## src/rtl/mips_dbg_pkg.sv

```systemverilog
`default_nettype none
// ============================================================================
// Module : mips_dbg_pkg
// Brief  : Shared FSM states, dump_sel encodings and default widths for the
//          MIPS run-and-dump controller.
// Rev    : 1.0
// ============================================================================
package mips_dbg_pkg;

    localparam int DEF_DATA_W     = 32;
    localparam int DEF_REG_COUNT  = 32;
    localparam int DEF_MEM_DEPTH  = 32;
    localparam int DEF_MAX_CYCLES = 10;
    localparam int DEF_CNT_W      = 16;

    localparam logic [1:0] SEL_REG = 2'd0;
    localparam logic [1:0] SEL_MEM = 2'd1;
    localparam logic [1:0] SEL_CHK = 2'd2;

    typedef enum logic [2:0] {
        ST_IDLE     = 3'd0,
        ST_CORE_RST = 3'd1,
        ST_RUN      = 3'd2,
        ST_DREG_RD  = 3'd3,
        ST_DREG_OUT = 3'd4,
        ST_DMEM_RD  = 3'd5,
        ST_DMEM_OUT = 3'd6,
        ST_CHK_OUT  = 3'd7
    } state_t;

    // Address width that stays legal for a single-entry array.
    function automatic int addr_w(input int n);
        return (n > 1) ? $clog2(n) : 1;
    endfunction

endpackage
`default_nettype wire

```

## src/rtl/dump_beat_reg.sv

```systemverilog
`default_nettype none
// ============================================================================
// Module : dump_beat_reg
// Brief  : Output beat register; holds a loaded word until valid/ready accept.
// Rev    : 1.0
// ============================================================================
module dump_beat_reg #(
    parameter int DATA_W = 32,
    parameter int IDX_W  = 16
) (
    input  logic              clk,
    input  logic              rst_n,
    input  logic              i_load,
    input  logic [DATA_W-1:0] i_data,
    input  logic [1:0]        i_sel,
    input  logic [IDX_W-1:0]  i_idx,
    input  logic              i_ready,
    output logic              o_valid,
    output logic [DATA_W-1:0] o_data,
    output logic [1:0]        o_sel,
    output logic [IDX_W-1:0]  o_idx
);

    // A load in the same cycle as an accept replaces the beat, so valid stays high.
    always_ff @(posedge clk) begin
        if (!rst_n) begin
            o_valid <= 1'b0;
            o_data  <= '0;
            o_sel   <= '0;
            o_idx   <= '0;
        end else if (i_load) begin
            o_valid <= 1'b1;
            o_data  <= i_data;
            o_sel   <= i_sel;
            o_idx   <= i_idx;
        end else if (o_valid && i_ready) begin
            o_valid <= 1'b0;
        end
    end

endmodule
`default_nettype wire

```

## src/rtl/mips_run_dump_ctrl.sv

```systemverilog
`default_nettype none
// ============================================================================
// Module : mips_run_dump_ctrl
// Brief  : Resets and runs the core for a bounded cycle count or until halt,
//          then streams registers and data memory over valid/ready.
//          Define RUN_DUMP_CHECKSUM_EN to append a trailing XOR checksum beat.
// Rev    : 1.0
// ============================================================================
module mips_run_dump_ctrl
    import mips_dbg_pkg::*;
#(
    parameter int DATA_W     = DEF_DATA_W,
    parameter int REG_COUNT  = DEF_REG_COUNT,
    parameter int MEM_DEPTH  = DEF_MEM_DEPTH,
    parameter int MAX_CYCLES = DEF_MAX_CYCLES,
    parameter int CNT_W      = DEF_CNT_W
) (
    input  logic                         clock,
    input  logic                         reset,
    input  logic                         start,
    input  logic [CNT_W-1:0]             run_cycles,
    input  logic                         halt_in,
    output logic                         core_en,
    output logic                         core_rst_n,
    output logic [addr_w(REG_COUNT)-1:0] dbg_reg_addr,
    input  logic [DATA_W-1:0]            dbg_reg_data,
    output logic [addr_w(MEM_DEPTH)-1:0] dbg_mem_addr,
    input  logic [DATA_W-1:0]            dbg_mem_data,
    output logic                         dump_valid,
    input  logic                         dump_ready,
    output logic [DATA_W-1:0]            dump_data,
    output logic [1:0]                   dump_sel,
    output logic [CNT_W-1:0]             dump_idx,
    output logic                         busy,
    output logic                         done,
    output logic [CNT_W-1:0]             cycles_run
);

    localparam int               c_ra_w     = addr_w(REG_COUNT);
    localparam int               c_ma_w     = addr_w(MEM_DEPTH);
    localparam logic [CNT_W-1:0] c_reg_last = CNT_W'(REG_COUNT - 1);
    localparam logic [CNT_W-1:0] c_mem_last = CNT_W'(MEM_DEPTH - 1);
    localparam logic [CNT_W-1:0] c_max_cyc  = CNT_W'(MAX_CYCLES);

    state_t             r_state;
    logic [CNT_W-1:0]   r_limit;
    logic [CNT_W-1:0]   r_idx;
    logic [CNT_W-1:0]   w_idx_inc;
    logic [CNT_W-1:0]   w_cyc_inc;
    logic               w_hs;
    logic               w_reg_last;
    logic               w_mem_last;
    logic               w_load;
    logic [DATA_W-1:0]  w_load_data;
    logic [1:0]         w_load_sel;
    logic [CNT_W-1:0]   w_load_idx;
`ifdef RUN_DUMP_CHECKSUM_EN
    logic [DATA_W-1:0]  r_chk;
`endif

    assign w_idx_inc  = r_idx + 1'b1;
    assign w_cyc_inc  = (cycles_run == '1) ? cycles_run : cycles_run + 1'b1;
    assign w_hs       = dump_valid && dump_ready;
    assign w_reg_last = (r_idx == c_reg_last);
    assign w_mem_last = (r_idx == c_mem_last);

    // Read data is captured on the edge that leaves a *_RD state.
    always_comb begin
        w_load      = 1'b0;
        w_load_data = '0;
        w_load_sel  = SEL_REG;
        w_load_idx  = r_idx;
        case (r_state)
            ST_DREG_RD: begin
                w_load      = 1'b1;
                w_load_data = dbg_reg_data;
            end
            ST_DMEM_RD: begin
                w_load      = 1'b1;
                w_load_data = dbg_mem_data;
                w_load_sel  = SEL_MEM;
            end
`ifdef RUN_DUMP_CHECKSUM_EN
            ST_DMEM_OUT: begin
                if (w_hs && w_mem_last) begin
                    w_load      = 1'b1;
                    w_load_data = r_chk;
                    w_load_sel  = SEL_CHK;
                    w_load_idx  = '0;
                end
            end
`endif
            default: begin
            end
        endcase
    end

    always_ff @(posedge clock) begin
        if (!reset) begin
            r_state      <= ST_IDLE;
            r_limit      <= '0;
            r_idx        <= '0;
            core_en      <= 1'b0;
            core_rst_n   <= 1'b0;
            busy         <= 1'b0;
            done         <= 1'b0;
            cycles_run   <= '0;
            dbg_reg_addr <= '0;
            dbg_mem_addr <= '0;
        end else begin
            case (r_state)
                ST_IDLE: begin
                    core_en    <= 1'b0;
                    core_rst_n <= 1'b0;
                    if (start) begin
                        r_limit    <= (run_cycles == '0) ? c_max_cyc : run_cycles;
                        r_idx      <= '0;
                        cycles_run <= '0;
                        done       <= 1'b0;
                        busy       <= 1'b1;
                        r_state    <= ST_CORE_RST;
                    end
                end
                ST_CORE_RST: begin
                    core_en    <= 1'b1;
                    core_rst_n <= 1'b1;
                    r_state    <= ST_RUN;
                end
                ST_RUN: begin
                    cycles_run <= w_cyc_inc;
                    if ((w_cyc_inc == r_limit) || halt_in) begin
                        core_en <= 1'b0;
                        r_idx   <= '0;
                        r_state <= ST_DREG_RD;
                    end
                end
                // Addresses advance at capture so the next word is already being read.
                ST_DREG_RD: begin
                    dbg_reg_addr <= w_reg_last ? '0 : w_idx_inc[c_ra_w-1:0];
                    r_state      <= ST_DREG_OUT;
                end
                ST_DREG_OUT: begin
                    if (w_hs) begin
                        r_idx   <= w_reg_last ? '0 : w_idx_inc;
                        r_state <= w_reg_last ? ST_DMEM_RD : ST_DREG_RD;
                    end
                end
                ST_DMEM_RD: begin
                    dbg_mem_addr <= w_mem_last ? '0 : w_idx_inc[c_ma_w-1:0];
                    r_state      <= ST_DMEM_OUT;
                end
                ST_DMEM_OUT: begin
                    if (w_hs) begin
                        if (!w_mem_last) begin
                            r_idx   <= w_idx_inc;
                            r_state <= ST_DMEM_RD;
                        end else begin
`ifdef RUN_DUMP_CHECKSUM_EN
                            r_idx   <= '0;
                            r_state <= ST_CHK_OUT;
`else
                            busy       <= 1'b0;
                            done       <= 1'b1;
                            core_rst_n <= 1'b0;
                            r_state    <= ST_IDLE;
`endif
                        end
                    end
                end
`ifdef RUN_DUMP_CHECKSUM_EN
                ST_CHK_OUT: begin
                    if (w_hs) begin
                        busy       <= 1'b0;
                        done       <= 1'b1;
                        core_rst_n <= 1'b0;
                        r_state    <= ST_IDLE;
                    end
                end
`endif
                default: r_state <= ST_IDLE;
            endcase
        end
    end

`ifdef RUN_DUMP_CHECKSUM_EN
    always_ff @(posedge clock) begin
        if (!reset) begin
            r_chk <= '0;
        end else if (r_state == ST_IDLE && start) begin
            r_chk <= '0;
        end else if (r_state == ST_DREG_RD || r_state == ST_DMEM_RD) begin
            r_chk <= r_chk ^ w_load_data;
        end
    end
`endif

    dump_beat_reg #(
        .DATA_W (DATA_W),
        .IDX_W  (CNT_W)
    ) u_beat (
        .clk     (clock),
        .rst_n   (reset),
        .i_load  (w_load),
        .i_data  (w_load_data),
        .i_sel   (w_load_sel),
        .i_idx   (w_load_idx),
        .i_ready (dump_ready),
        .o_valid (dump_valid),
        .o_data  (dump_data),
        .o_sel   (dump_sel),
        .o_idx   (dump_idx)
    );

endmodule
`default_nettype wire

```

## config.mk

```make
export PLATFORM = sky130hd
export DESIGN_NAME = mips_run_dump_ctrl
export DESIGN_NICKNAME = d
export VERILOG_FILES = /design/src/rtl/mips_dbg_pkg.sv /design/src/rtl/dump_beat_reg.sv /design/src/rtl/mips_run_dump_ctrl.sv
export SDC_FILE = /design/constraint.sdc
export NUM_CORES = 1
export LEC_CHECK = 0
export BUFFER_PORTS_ARGS = -buffer_cell sky130_fd_sc_hd__buf_4
export CAP_MARGIN = 20
export CORE_ASPECT_RATIO = 1.2
export CORE_MARGIN = 2
export CORE_UTILIZATION = 54
export CTS_BUF_LIST = sky130_fd_sc_hd__clkbuf_4
export CTS_CLUSTER_SIZE = 40
export DETAILED_ROUTE_END_ITERATION = 7
export PLACE_DENSITY = 0.82
export SLEW_MARGIN = 20
export SYNTH_ARGS = -nofsm -noshare
export SYNTH_HDL_FRONTEND = slang
export SYNTH_SLANG_ARGS = --single-unit
```

## constraint.sdc

```tcl
create_clock -name clock -period 3.3 [get_ports clock]
set_input_delay 0.99 -clock clock [delete_from_list [all_inputs] [get_ports clock]]
set_output_delay 0.99 -clock clock [all_outputs]
set_load 0.01 [all_outputs]
```

Yosys cells after proc, flatten, opt, wreduce, memory -nomap -nowiden
Cells that the tools add are included.
{ "word_totals": {"register_bits": 116, "latchBits": 0, "mem_bits_rw": 0, "mem_bits_ro": 0, "inputBits": 85, "word_cells": 83, "memories": 0} }
{ "op_classes": {"add_sub_neg": 2, "multipliers": 0, "div_mod_pow": 0, "n_lt_le_gt_ge": 0, "n_eq_ne": 15, "shifts": 0, "mux": 34, "n_bitwise": 0, "n_reduce_logical": 18} }
{ "ops": {"columns": ["cell", "count"], "rows": [
  ["$mux 16", 8],
  ["$pmux 16 s4", 1],
  ["$pmux 32 s2", 1],
  ["$add 16x1->16 const B", 2],
  ["$pmux 16 s2", 1],
  ["$pmux 3 s7", 1],
  ["$mux 3", 6],
  ["$eq 16x16->1", 1],
  ["$eq 16x16->1 const B", 1],
  ["$eq 16x5->1 const B", 1],
  ["$logic_not 16->1", 1],
  ["$ne 2x2->1 const B", 6],
  ["$mux 1", 11],
  ["$eq 3x3->1 const B", 3],
  ["$reduce_and 4->1", 2],
  ["$eq 3x2->1 const B", 2],
  ["$pmux 1 s3", 2],
  ["$reduce_and 2->1", 3],
  ["$reduce_and 6->1", 1],
  ["$reduce_bool 2->1", 3],
  ["$reduce_bool 3->1", 2],
  ["$mux 5", 1],
  ["$pmux 1 s2", 2],
  ["$reduce_bool 4->1", 1],
  ["other kinds (6)", 6]
]} }

Depth between registers and ports, before layout
Gate-level depths: netlist of the first run.
{ "depth": {"word_depth": 6, "mapped_depth": 12, "mapped_depth_nobuf": 9} }

Hierarchy
Synthesis of the first run repeated with hierarchy kept, for this count alone.
{ "unflattened": {"cells_unflattened": 661, "area_unflattened_um2": 5829.3} }
{ "modules_own_cells": {"columns": ["mod", "instances", "cells_per_inst", "area_each_um2"], "rows": [
  ["mips_run_dump_ctrl", 1, 497, 3876.2],
  ["dump_beat_reg", 1, 164, 1953.1]
]} }

Least setup slack after synthesis of the first run
Ideal clock, no wire load.
{ "synth_timing": {"path_type": "register -> register", "start": "register cycles_run[0]", "end": "register r_idx[2]", "arrival_time_ns": 2.943, "t_required_ns": 3.174, "slack_ns": 0.231, "path_stages_with_launch": 12, "period_less_slack_ns": 3.069, "path_cell_list": "dfxtp_1 > ha_1 > buf_2 > nand3_1 > nor4_1 > xor2_1 > o41ai_1 > a31oi_1 > or4_4 > a21oi_4 > buf_6 > o21ai_0"} }
{ "synth_via": {"elab_chain_cells": 6} }
{ "synth_rtl": {"columns": ["item", "line_no", "rtl"], "rows": [
  ["start, declared", "mips_run_dump_ctrl.sv:36", "output logic [CNT_W-1:0] cycles_run"],
  ["start signal, assigned", "mips_run_dump_ctrl.sv:130", "cycles_run <= w_cyc_inc;"],
  ["$add 16x1->16 / $eq 16x16->1 (equally long branches)", "mips_run_dump_ctrl.sv:62", "assign w_cyc_inc = (cycles_run == '1) ? cycles_run : cycles_run + 1'b1;"],
  ["$mux 16 (*)", "mips_run_dump_ctrl.sv:62", null],
  ["$eq 16x16->1 (*)", "mips_run_dump_ctrl.sv:131", "if ((w_cyc_inc == r_limit) || halt_in) begin"],
  ["$logic_or 1x1->1 (*)", "mips_run_dump_ctrl.sv:131", null],
  ["$ne 2x2->1 (no source line) (*)", null, null],
  ["$reduce_and 6->1 (no source line) (*)", null, null],
  ["end signal, assigned", "mips_run_dump_ctrl.sv:144", "r_idx <= w_reg_last ? '0 : w_idx_inc;"],
  ["end signal, assigned", "mips_run_dump_ctrl.sv:155", "r_idx <= w_idx_inc;"],
  ["end, declared", "mips_run_dump_ctrl.sv:47", "logic [CNT_W-1:0] r_idx;"]
]} }
Every way passes the cells marked *; elsewhere a longest branch is shown, timed or not.
A chain may end at the register's enable or synchronous reset.

Final worst setup path of the first run
{ "layout_timing": {"start": "register cycles_run[15]", "end": "register r_idx[1]"} }
The elaborated chain is that of the path after synthesis.

==> key figures, run 1 <==
Route
  • Routed wire length: roughly 18000 um
  • Routed Antenna Nets: 0
  • DRC: 0
  • Routed vias: 6142
  • First-pass detailed-route iteration total: 5
  • Vias/cell: approximately 6
  • Starting DRC count in detailed routing: 328
  • Wire per inst: roughly 18 um

CTS
  • Root buffer cell: clkbuf_4
  • CTS Buffer Depth: 2
  • CTS sink count: approximately 120
  • Clock Latency Late Sink: around 0.52 ns
  • CTS Buf Count: 17
  • # hold bufs at CTS: 0
  • H-tree depth: 4
  • CTS clock-pin slew for the worst setup and hold paths: 0.10 ns
  • CTS tree: done

Job
  • MaxCap Viol Count: 0

Placement
  • GP Congestion: around 0.96
  • Post-DP HPWL: 13800 um
  • Cell count after placement: 997
  • Placement Setup Slack: 0.234 ns
  • Port bufs: about 160

Yosys
  • Synth area leaders: dfxtp_1 41%, nand2_1 9.8%, a21oi_1 8.1%, a22oi_1 4.4%, nor2_1 2.8%
  • Post-synth EDFFs: 0
  • Share of the synthesized area in the top cell type: 0.406
  • Netlist cell types: 60
  • Mean Syn Cell Area: a little under 8 um2
  • Mapped Cells: 727
  • Main flop type after synthesis: dfxtp_1
  • Post-synth top area cell: dfxtp_1
  • FFs w/ async S/R, synth: 0
  • Synth warnings: 0
  • Register bit total from synthesis: roughly 120
  • Net count after synthesis: 814
  • Netlist Area Pre-Place: ~5700 um2
  • Share of the yosys chip area belonging to registers: 0.406

Critical path
  • CP required: roughly 3.8 ns
  • CP arrival: between 3 and 4 ns
  • Worst path cell trace: nand4_1 -> buf_4 -> nor2_1 -> a21oi_1 -> nor4b_1 -> buf_4 -> nand4_1 -> or4_4 -> a21oi_4 -> buf_12 -> mux2i_1
  • Critical Path Start: cycles_run[15]
  • FF-to-FF End: r_idx[1]
  • Buf/Inv on CP: 3
  • R2R Path Start: cycles_run[15]
  • CP max-delay cell: or4_4
  • Setup crit end: r_idx[1]
  • Critical path depth: 11
  • Crit start category: flip-flop
  • CP endpoint kind: flip-flop
  • Peak per-stage delay on the critical path: 0.59 ns
  • R2R Setup Slk: 0.21 ns
  • CP delay by family, top: simple AND/OR/NAND/NOR gates
  • R2R depth: 11
  • CP max FO: 16
  • CP Class: flip-flop to flip-flop

Timing
  • Worst-Margin Slew: about 1.1 ns
  • Peak Freq: approximately 0.32 GHz
  • Sum Neg Setup Slack: 0 ns
  • RSZ-0062 raised after global routing: false
  • Final setup margin: approximately 0.21 ns
  • Endpoints failing hold: 0
  • Slew headroom: 0.290
  • Tmin final: about 3.1 ns
  • Final setup fails: 0
  • Fin Hold WS: 0.462 ns
  • Tcrit/Tclk final: 0.935
  • Final Skew: ~0.014 ns
  • Max Transition Viols Final: 0

GRT
  • First-pass GRT wire length: 28900 um
  • Initial antenna violation count: 0
  • Grt total ovfl: 0
  • Largest net degree at the start of global routing: 50
  • GRT Resource Usage Total: 0.313
  • Number of global-route vias before repair: around 6000

Status
  • Status: finished, final reports clean

Pwr
  • Maximum VDD drop: approximately 0.00031 V
  • LEAKAGE: 2.85 nW
  • PD cells: 392 nW/um2

Cells and area
  • # diodes: 0
  • Most frequent cells in the layout: 199 x buf_4, 148 x nand2_1, 115 x dfxtp_1
  • Area Overhead vs Synth: 30.7%
  • Non-Filler Instances: 1029
  • Layout cells sized above 1: 0.276
  • Commonest non-fill, non-tap cell in the layout: buf_4
  • Nets@finish: about 980
  • Final Util: 0.732

Die
  • Cell row count: 40
  • Chip Height: 116 um
  • Initial Utilization: 0.560
  • Die X: just under 100 um
  • Core area: just over 10000 um2
  • I/O pins: 166
  • Die Area: around 11000 um2

Min path
  • Hold Crit Class: flip-flop to flip-flop
[final cells by class]
cell class                 count  area (um2)
clock buffer                  17         128
clock inverter                15         140
sequential                   115        2300
multi-input combinational    548        3120
fill                         799        2710
tap                          126         158
timing repair buffer         201        1530
inverter                       7        26.3
[worst register-to-register path: cells and delay by family, from the launching register on]
kind,cells,cell delay [ns]
multiplexers,1,0.18
flip-flops,1,0.39
buffers and inverters,3,0.65
AND/OR/NAND/NOR,5,1.51
AO/OA/AOI/OAI,2,0.30
[registers in the layout (all words and copies together), names as in the netlist]
signal / flops
u_beat.o_data: 32
cycles_run: 16
r_idx: 16
r_limit: 16
u_beat.o_idx: 16
dbg_mem_addr: 5
dbg_reg_addr: 5
r_state: 3
busy: 1
core_en: 1
core_rst_n: 1
done: 1
u_beat.o_sel: 1
u_beat.o_valid: 1
[metal layers]
metal	wire [um]	global-route usage
met1	6920	0.355
met2	9480	0.568
met3	1340	0.0730
met4	589	0.138
met5	0	0
[worst min path at each step]
stage,slack (ns),to,depth (start not counted),startpoint
detailed placement,0.45,u_beat.o_idx[9],2,u_beat.o_idx[9]
finish,0.46,u_beat.o_idx[9],2,u_beat.o_idx[9]
floorplan,0.44,r_limit[0],2,r_limit[0]
global placement,0.44,u_beat.o_idx[7],2,u_beat.o_idx[7]
global route,0.48,u_beat.o_data[20],2,u_beat.o_data[20]
CTS,0.46,u_beat.o_idx[9],2,u_beat.o_idx[9]
[report_power, final]
group          switching [mW]  internal, mW
sequential             0.0431          1.43
clock                   0.568         0.439
combinational           0.228         0.196
[synthesized netlist by cell type, drive strengths merged, types with 7 or more instances]
cell type	number
nand2	148
dfxtp	115
a21oi	93
clkbuf	44
nor2	43
a22oi	33
nor3	25
o21ai	24
nand3	22
nor4	18
xnor2	18
buf	13
nand4	12
a311oi	10
a31oi	9
mux2i	7
nand2b	7
xor2	7
[what timing repair did]
item | CTS | global route
resized for setup | 0 | 1
setup buffers | 0 | 0
setup endpoints to repair | 0 | 4
[stage by stage]
stage / power [mW] / cell area (um2)
global route: 3.00 / 7400
CTS: 2.90 / 7400
global placement: 1.91 / 7130
detailed placement: 1.92 / 7130
finish: 2.90 / 7400
floorplan: 1.71 / 5670
[cell families after synthesis]
family          after synthesis  synth area share
other cells                   1          0.000662
buf+inv                      64            0.0484
xor+xnor                     25            0.0386
flops                       115             0.406
fa+ha+maj                     2           0.00442
mux                           8            0.0144
compound gates              196             0.215
simple gates                316             0.272
(Power assumes the default switching activity.)
==> run 2: changes to the inputs <==
- ABC_AREA: unset -> 1
==> key figures, run 2 <==
Status
  • Status: finished, final reports clean (unchanged)

Cells and area
  • Non-Filler Instances: 1131 (was 1029)
  • Nets@finish: 1079 (was 977)
  • Largest register FFs: 32 (unchanged)
  • Area Overhead vs Synth: 28.7% (was 30.7%)
  • Most flops, register: u_beat.o_data (unchanged)
  • Layout cells sized above 1: 0.218 (was 0.276)
  • Commonest non-fill, non-tap cell in the layout: nand2_1 (was buf_4)
  • Most frequent cells in the layout: 270 x nand2_1, 174 x buf_4, 114 x dfxtp_1 (was 199 x buf_4, 148 x nand2_1, 115 x dfxtp_1)
  • Final Util: 0.717 (was 0.732)
  • # diodes: 0 (unchanged)
  • Design Area, Final: 7250 um2 (was 7400 um2)

Timing
  • Sum Neg Setup Slack: 0 ns (unchanged)
  • Max Transition Viols Final: 0 (unchanged)
  • Final Skew: 0.0214 ns (was 0.0141 ns)
  • Tcrit/Tclk final: 0.863 (was 0.935)
  • Peak Freq: 0.351 GHz (was 0.324 GHz)
  • Worst-Margin Slew: 1.08 ns (was 1.06 ns)
  • Endpoints failing hold: 0 (unchanged)
  • Tmin final: 2.85 ns (was 3.09 ns)
  • Slew headroom: 0.281 (was 0.290)
  • RSZ-0062 raised after global routing: false (unchanged)
  • Final setup fails: 0 (unchanged)

Route
  • Routed wire length: 16100 um (was 18300 um)
  • Vias/cell: 5.36 (was 5.97)
  • Starting DRC count in detailed routing: 366 (was 328)
  • Metal-1 WL: 6520 um (was 6920 um)
  • DRC: 0 (unchanged)
  • Wire length on met3: 1200 um (was 1340 um)
  • Top Metal Used: met4 (unchanged)
  • Wire per inst: 14.2 um (was 17.8 um)
  • DR WL met2: 8000 um (was 9480 um)
  • First-pass detailed-route iteration total: 5 (unchanged)
  • Routed Antenna Nets: 0 (unchanged)
  • Routed vias: 6063 (was 6142)

CTS
  • H-tree depth: 4 (unchanged)
  • Post-CTS setup buffer count: 0 (unchanged)
  • Clock Latency Late Sink: 0.50 ns (was 0.52 ns)
  • CTS Buf Count: 17 (unchanged)
  • CTS Buffer Depth: 2 (unchanged)
  • Root buffer cell: clkbuf_4 (unchanged)
  • CTS clock-pin slew for the worst setup and hold paths: 0.10 ns (about the same)
  • CTS sink count: 115 (unchanged)
  • CTS tree: done (unchanged)

Placement
  • Cell count after placement: 1099 (was 997)
  • Port bufs: 164 (unchanged)
  • Post-DP HPWL: 11300 um (was 13800 um)
  • GP Congestion: 0.898 (was 0.962)
  • Placed Area: 6920 um2 (was 7130 um2)

Yosys
  • Synth warnings: 0 (unchanged)
  • FFs w/ async S/R, synth: 0 (unchanged)
  • Register bit total from synthesis: 115 (unchanged)
  • Post-synth top cells: 270 x nand2_1, 115 x dfxtp_1, 80 x inv_1, 76 x nor2_1, 51 x a21oi_1 (was 148 x nand2_1, 115 x dfxtp_1, 92 x a21oi_1, 43 x nor2_1, 42 x clkbuf_1)
  • Netlist Area Pre-Place: 5630 um2 (was 5670 um2)
  • Share of the synthesized area in the top cell type: 0.409 (was 0.406)
  • Post-synth top area cell: dfxtp_1 (unchanged)
  • Synth area leaders: dfxtp_1 41%, nand2_1 18%, inv_1 5.3%, nor2_1 5.1%, a21oi_1 4.5% (was dfxtp_1 41%, nand2_1 9.8%, a21oi_1 8.1%, a22oi_1 4.4%, nor2_1 2.8%)
  • Share of the yosys chip area belonging to registers: 0.409 (was 0.406)
  • Mapped Cells: 840 (was 727)
  • Main flop type after synthesis: dfxtp_1 (unchanged)
  • Post-synth EDFFs: 0 (unchanged)
  • Mean Syn Cell Area: 6.71 um2 (was 7.79 um2)
  • Net count after synthesis: 927 (was 814)
  • Netlist cell types: 39 (was 60)
  • Most frequent cell after synthesis: nand2_1 (unchanged)

Critical path
  • FF-to-FF End: r_idx[6] (was r_idx[1])
  • CP endpoint kind: flip-flop (unchanged)
  • CP required: 3.73 ns (was 3.75 ns)
  • R2R depth: 17 (was 11)
  • Crit start category: flip-flop (unchanged)
  • CP max FO: 23 (was 16)
  • Critical Path Start: cycles_run[1] (was cycles_run[15])
  • R2R Path Start: cycles_run[1] (was cycles_run[15])
  • CP arrival: 3.28 ns (was 3.53 ns)
  • R2R Setup Slk: 0.45 ns (was 0.21 ns)
  • CP Class: flip-flop to flip-flop (unchanged)
  • Setup crit end: r_idx[6] (was r_idx[1])

GRT
  • GRT Resource Usage Total: 0.274 (was 0.313)
  • Grt total ovfl: 0 (unchanged)
  • First-pass GRT wire length: 25200 um (was 28900 um)
  • Largest net degree at the start of global routing: 48 (was 50)
  • Initial antenna violation count: 0 (unchanged)
  • Number of global-route vias before repair: 5413 (was 5967)

Pwr
  • PD cells: 728 nW/um2 (was 392 nW/um2)
  • Total power: 5.27 mW (was 2.90 mW)
  • LEAKAGE: 3.30 nW (was 2.85 nW)
  • Maximum VDD drop: 0.000526 V (was 0.000315 V)

Die
  • Cell row count: 40 (unchanged)
  • Initial Utilization: 0.557 (was 0.560)
  • Chip Height: 116 um (about the same)
  • Die Area: 11300 um2 (about the same)
  • Core area: 10100 um2 (unchanged)
  • Die X: 97.2 um (was 97.5 um)
  • I/O pins: 166 (unchanged)

Min path
  • Hold Crit Class: flip-flop to flip-flop (unchanged)

Job
  • MaxCap Viol Count: 0 (unchanged)
run 2: cell count changes after synthesis, sizes merged, moves of 27 or more:
cell   change
nor2      +36
inv       +75
a21oi     -42
a22oi     -33
nand2    +128
nand3     +27
run 2: layer usage:
metal,GRT usage,vias to the layer above
met2,0.481,206
met5,0,-
met4,0.0917,0
met3,0.0694,34
met1,0.330,2773
li1,-,3050
run 2: critical path, cell delays in order, from the launching register on:
cell and delay (ns):
dfxtp_1 0.44, ha_1 0.30, nand3_1 0.15, nor2_2 0.17, nand2_2 0.26, nand2_1 0.20, nand2_1 0.06, nand2_1 0.05
nand2_1 0.04, nor2_1 0.09, nand3_1 0.07, nor2_1 0.09, nand2_1 0.09, nand2_4 0.19, nand3_4 0.25, nand2_1 0.13
inv_1 0.06, nor2_1 0.12
run 2: metrics by stage:
step | setup WS, ns | hold slack, ns
after floorplan | 1.03 | 0.446
after global placement | 0.521 | 0.455
after detailed placement | 0.426 | 0.464
after CTS | 0.357 | 0.482
after global routing | 0.0668 | 0.499
final | 0.452 | 0.476
run 2: worst min-delay path by stage:
| stage | startpoint | end | slack (ns) | cells after the start |
|---|---|---|---|---|
| after floorplan | r_limit[0] | r_limit[0] | 0.45 | 2 |
| after global placement | done | done | 0.46 | 2 |
| after detailed placement | done | done | 0.46 | 2 |
| after CTS | u_beat.o_sel[0] | u_beat.o_sel[0] | 0.48 | 2 |
| after global routing | u_beat.o_data[17] | u_beat.o_data[17] | 0.50 | 2 |
| final | u_beat.o_sel[0] | u_beat.o_sel[0] | 0.48 | 2 |
run 2: area by class of cell:
class | count | area [um2]
Clock buffer | 19 | 143
Clock inverter | 13 | 189
Fill cell | 876 | 2860
Inverter | 83 | 312
Multi-Input combinational cell | 601 | 2840
Sequential cell | 115 | 2300
Tap cell | 126 | 158
Timing Repair Buffer | 174 | 1310
run 2: timing repair:
item / 4_1_cts / 5_1_grt
gates resized for setup: 0 / 1
hold buffers: 0 / 0
setup endpoints to repair: 0 / 9
run 2: report_power, final:
group / leakage [nW] / internal (mW) / switching, mW / total, mW
Combinational: 2.18 / 0.797 / 1.33 / 2.13
Clock: 0.179 / 0.682 / 0.525 / 1.21
Sequential: 0.937 / 1.71 / 0.231 / 1.94
Total: 3.30 / 3.19 / 2.09 / 5.27
run 2: kinds of logic after synthesis:
| logic type | share of synthesized area |
|---|---|
| AO/OA/AOI/OAI | 0.142 |
| buffers and inverters | 0.0886 |
| XOR/XNOR | 0.0195 |
| AND/OR/NAND/NOR | 0.336 |
| other | 0.000666 |
| flip-flops | 0.409 |
| adder cells (fa/ha/maj) | 0.00444 |
